===== src/rtl/bist_resp_checker_rd_pipe.sv =====
// Fixed-depth delay line carrying read expectations until the SRAM data returns.
// The clear input is synchronous and active-low; it empties every stage.
module bist_rd_pipe #(
    parameter int DEPTH = 1,
    parameter int WIDTH = 15
) (
    input  logic             clk,
    input  logic             i_clr_n,
    input  logic [WIDTH-1:0] i_d,
    output logic [WIDTH-1:0] o_q
);

    logic [WIDTH-1:0] r_stage [DEPTH];

    // shift one entry per cycle, or empty every stage on clear
    always_ff @(posedge clk) begin
        if (!i_clr_n) begin
            for (int i = 0; i < DEPTH; i++) begin
                r_stage[i] <= '0;
            end
        end else begin
            r_stage[0] <= i_d;
            for (int i = 1; i < DEPTH; i++) begin
                r_stage[i] <= r_stage[i-1];
            end
        end
    end

    assign o_q = r_stage[DEPTH-1];

endmodule


===== config.mk =====
export PLATFORM = sky130hd
export DESIGN_NAME = bist_rd_pipe
export DESIGN_NICKNAME = d
export VERILOG_FILES = /design/src/rtl/bist_resp_checker_rd_pipe.sv
export SDC_FILE = /design/constraint.sdc
export NUM_CORES = 1
export LEC_CHECK = 0
export CAP_MARGIN = 25
export CORE_MARGIN = 8
export CORE_UTILIZATION = 30
export DETAILED_ROUTE_END_ITERATION = 8
export GPL_TIMING_DRIVEN = 0
export PLACE_DENSITY_LB_ADDON = 0.1
export SLEW_MARGIN = 20
export SYNTH_ARGS = -nofsm -noshare
export SYNTH_HDL_FRONTEND = slang
export SYNTH_SLANG_ARGS = --single-unit

===== constraint.sdc =====
create_clock -name clk -period 0.8 [get_ports clk]
set_clock_uncertainty 0.1 [all_clocks]
set_input_delay 0.24 -clock clk [delete_from_list [all_inputs] [get_ports clk]]
set_output_delay 0.24 -clock clk [all_outputs]
set_load 0.02 [all_outputs]

==> out/metrics.cfg, run 1 <==
[final_layout]
fill_cells=123
syn_to_final_growth_pct=93.7
top_register=r_stage
drive_above_1_share_pct=68.2
diodes=0
top_regs=r_stage: 15 flops
final_net_count=84
largest_reg_flops=15

[global_routing]
grt_max_degree=11
grt_pass1_vias=334
overflow=0
grt_pass1_wl_um=1420
grt_usage_pct=7.05
antenna_found_initial=0

[sta]
worstMarginPinSlew_ps=168
postLayoutSetupSlackWorst_ps=-254
fin_hold_ws_ps=305
setup_violations=15
rsz0062_at_grt=yes
relSlewSlack_pct=88.8
period_share_pct=132
fmax_mhz=949
hold_viol=0
fin_crit_ps=1050
slew_viol_final=0

[die]
initial_core_util_pct=32.2
io_pins=32
die-area_um2=2850
die_h_um=53.4
coreArea_um2=1300
die_w_um=53.4
placementRows=13

[worst_setup_path]
worstSetupPathType=register to output pin
critPathCaptureType=output pin
slowest_stage=dfxtp_2
crit_path_start_kind=register
cp_top_family=flip-flops
cp.required_ps=460
critPathBufInv=1
arrival_ps=710
crit_path_max_fanout=1
critPathLaunch=r_stage[0][12]
cpPeakStageDelay_ps=320
crit_chain=buf_6

[synthesis]
syn_area_per_cell_um2=13.5
synth_cell_types=4
synth_top_area_share_pct=71.6
synth-edff-count=0
synth_largest_area_cell=dfxtp_1
synth_seq_area_share_pct=71.6
netlist_instances=31
synth_top_cells_by_count=dfxtp_1, and2_2, and2_1
yosys_warnings=0
synth.most_common_cell=dfxtp_1
synthTopCellsByArea=dfxtp_1, and2_2, and2_1
synth_seq_cells=15
syn-num-nets=48
syn_area_um2=419
ys_async_sr_fraction_pct=0
synth_flop_cell=dfxtp_1

[clock_network]
cts_tree=yes
cts_sinks=15
clk_root_buffer_cell=clkbuf_4
cts_hold_buf=0
cts_buffers=3
clock_path_buffers=2
clk_pin_slew_worst_paths_ps=80
htreeDepth=1

[pwr]
p_leak_nw=0.353
ir_drop_uv=939
powerDensity_nw_per_um2=1820

[route]
drc_errors=0
via_per_inst=3.96
wl_per_cell_um=12.5
drt-initial-drc-count=2
drtPass1Iterations=2
antenna_left=0
vias=321
drt-total-wl_um=1020

[placed_design]
place_congestion=0.599
io_buffers=31
place_ws_ps=-488

[min_path]
hold_end=r_stage[0][13]
min_path_type=input pin to register
hold_depth=2
worstHoldStart=i_clr_n

[outcome]
violations=setup timing
status=finished with violations

[flow_run]
maxCapViolations=0

## where the power goes
| group | internal, mW | leakage, nW | total, mW | switching [mW] |
|---|---|---|---|---|
| logic | 0.167 | 0.209 | 0.257 | 0.0896 |
| clock network | 0.193 | 0.0150 | 0.410 | 0.217 |
| registers | 0.794 | 0.129 | 0.811 | 0.0169 |
## worst max-delay path by stage
stage                     slack (ps)  cells after the start       endpoint
after floorplan                   60                      0         o_q[0]
after global placement          -480                      3  r_stage[0][3]
after detailed placement        -490                      3  r_stage[0][2]
after CTS                       -270                      1         o_q[6]
after global routing            -290                      1         o_q[4]
final                           -250                      1        o_q[12]
## area by class of cell
class | instances | area [um^2] | share of cell area (%)
Multi-Input combinational cell | 15 | 108 | 13.3
Clock buffer | 4 | 26.3 | 3.24
Tap cell | 15 | 18.8 | 2.31
Timing Repair Buffer | 31 | 329 | 40.5
Sequential cell | 15 | 319 | 39.3
Buffer | 1 | 11.3 | 1.39
## per-layer routing
| layer | GRT usage [%] | vias to the layer above | wire length [um] |
|---|---|---|---|
| li1 | - | 163 | - |
| met3 | 3.64 | 0 | 120 |
| met2 | 12.1 | 15 | 566 |
| met5 | 0 | - | 0 |
| met1 | 6.17 | 143 | 329 |
| met4 | 5.04 | 0 | 0 |
## through the flow
step                      cells  utilization [%]  area [um^2]  setup TNS [ps]  total power, mW
after floorplan              31                -          419               0            0.903
final                        81             62.4          812           -3790             1.48
after global placement       77             57.5          748          -12820             1.06
after detailed placement     77             57.5          748          -12970             1.07
after global routing         81             62.4          812           -4230             1.55
after CTS                    81             62.3          811           -3960             1.50
## cell families after synthesis
| group | synth area share [%] |
|---|---|
| DFF | 71.6 |
| and+or+nand+nor | 25.7 |
| buffers and inverters | 2.69 |
## what timing repair did
| action | CTS | global route |
|---|---|---|
| resized for setup | 106 | 1 |
| hold endpoints to repair | 0 | 0 |
| pin swaps | 0 | 0 |
| buffers inserted | 0 | 0 |
| endpoints found under the setup margin | 30 | 16 |
| gates cloned | 0 | 0 |
## cells in the final DEF, fill, tap and decap left out
cell,Yosys,routed
buf_6,1,16
clkdlybuf4s50_1,0,15
dfxtp_2,0,15
and2_2,11,11
and2_1,4,4
clkbuf_4,0,3
clkbuf_1,0,1
clkdlybuf4s15_1,0,1
Note: power is estimated with default switching activity, not from simulation.
==> inputs of run 2 (changes only) <==
--- a/config.mk
+++ b/config.mk
@@ -8,6 +8,7 @@
 export CAP_MARGIN = 25
 export CORE_MARGIN = 8
 export CORE_UTILIZATION = 30
+export CTS_BUF_LIST = sky130_fd_sc_hd__clkbuf_16
 export DETAILED_ROUTE_END_ITERATION = 8
 export GPL_TIMING_DRIVEN = 0
 export PLACE_DENSITY_LB_ADDON = 0.1
==> out/metrics.cfg, run 2 (synthesized netlist as in run 1, its figures left out) <==
[die]
coreArea_um2=1300  ; unchanged
placementRows=13  ; unchanged
initial_core_util_pct=32.2  ; unchanged
io_pins=32  ; unchanged
die_h_um=53.4  ; unchanged
die_w_um=53.4  ; unchanged
die-area_um2=2850  ; unchanged

[sta]
fin_crit_ps=1010  ; -43.7 ps
hold_viol=0  ; unchanged
fin_hold_ws_ps=136  ; -169 ps
worstMarginPinSlew_ps=101  ; -67.0 ps
fmax_mhz=990  ; +4.3%
period_share_pct=126  ; -5.5 points
relSlewSlack_pct=93.3  ; +4.5 points
rsz0062_at_grt=yes
postLayoutSetupSlackWorst_ps=-210  ; +43.7 ps
slew_viol_final=0  ; unchanged
setup_violations=15  ; unchanged

[route]
via_per_inst=3.95  ; -0.31%
antenna_left=0  ; unchanged
drt-total-wl_um=1030  ; +0.99%
drc_errors=0  ; unchanged
wl_per_cell_um=12.7  ; +0.99%
drtPass1Iterations=4  ; +2
drt-initial-drc-count=1  ; -1
vias=320  ; -0.31%

[worst_setup_path]
slowest_stage=dfxtp_2
critical_path_depth=1  ; unchanged
crit_end=o_q[2]
arrival_ps=670  ; -40 ps
cp_top_family=flip-flops
critPathLaunch=r_stage[0][2]
critPathCaptureType=output pin
worstSetupPathType=register to output pin
cp.required_ps=460  ; about the same
crit_path_start_kind=register
crit_path_max_fanout=1  ; unchanged
crit_chain=buf_6
critPathBufInv=1  ; unchanged
cpPeakStageDelay_ps=310  ; about the same

[clock_network]
htreeDepth=1  ; unchanged
clock_path_buffers=2  ; unchanged
cts_buffers=3  ; unchanged
clk_root_buffer_cell=clkbuf_16
cts_tree=yes
post_cts_buffers=0  ; unchanged
cts_hold_buf=0  ; unchanged
clk_pin_slew_worst_paths_ps=50  ; -30 ps
cts_sinks=15  ; unchanged

[placed_design]
place_area_um2=748  ; unchanged
io_buffers=31  ; unchanged
place_congestion=0.599  ; unchanged

[final_layout]
final_cell_mix=buf_6, dfxtp_2, clkdlybuf4s50_1
final_area_um2=866  ; +6.6%
final_common_cell=buf_6
final_util_pct=66.5  ; +4.1 points
top_register=r_stage
drive_above_1_share_pct=69.7  ; +1.5 points
diodes=0  ; unchanged
top_regs=r_stage: 15 flops
syn_to_final_growth_pct=107
final_net_count=84  ; unchanged
fill_cells=118  ; -4.1%
largest_reg_flops=15  ; unchanged

[outcome]
violations=setup timing
status=finished with violations

[pwr]
p_leak_nw=0.399  ; +13%
ir_drop_uv=1330  ; +42%
powerDensity_nw_per_um2=2310  ; +27%

[min_path]
worstHoldStart=i_d[0]
hold_depth=2  ; unchanged
min_path_type=input pin to register

[global_routing]
grt_pass1_wl_um=1440  ; +0.99%
grt_max_degree=11  ; unchanged
antenna_found_initial=0  ; unchanged
grt_usage_pct=7.05  ; unchanged
overflow=0  ; unchanged
grt_pass1_vias=333  ; -0.30%

[flow_run]
maxCapViolations=0  ; unchanged

-- run 2: worst min path at each step --
stage                                 to  slack, ps
after floorplan           r_stage[0][10]        270
after detailed placement  r_stage[0][11]        730
after global routing       r_stage[0][0]        140
after CTS                 r_stage[0][13]        350
after global placement    r_stage[0][10]        730
final                      r_stage[0][0]        140
-- run 2: where the power goes --
part           total [mW]  switching (mW)  internal [mW]
Combinational       0.256          0.0905          0.166
Sequential          0.815          0.0167          0.798
Clock               0.930           0.271          0.659
-- run 2: through the flow --
stage	worst slack, ps	total power [mW]	cells	setup TNS, ps
2_1_floorplan	64.9	0.903	31	0
3_3_place_gp	-480	1.06	77	-12820
3_5_place_dp	-488	1.07	77	-12970
4_1_cts	-215	2.03	81	-3190
5_1_grt	-228	2.07	81	-3330
6_report	-210	2.00	81	-3120
-- run 2: layout make-up --
class / count / area [um^2] / share of cell area (%)
timing repair buffer: 31 / 329 / 38.0
sequential: 15 / 319 / 36.8
multi-input combinational: 15 / 109 / 12.6
clock buffer: 3 / 75.1 / 8.67
tap: 15 / 18.8 / 2.17
buffer: 1 / 11.3 / 1.30
clock inverter: 1 / 3.75 / 0.434
-- run 2: metal layers --
metal	GRT usage [%]	wire length (um)	up-vias	part of all wire [%]
met1	6.49	345	142	34
met5	0	0	-	0
li1	-	-	163	-
met2	11.7	558	15	54
met4	3.78	0	0	0
met3	4.48	120	0	12
-- run 2: what timing repair did --
action	in CTS	in global routing
setup endpoints to repair	30	25
resized for setup	107	4
pin swaps	0	0
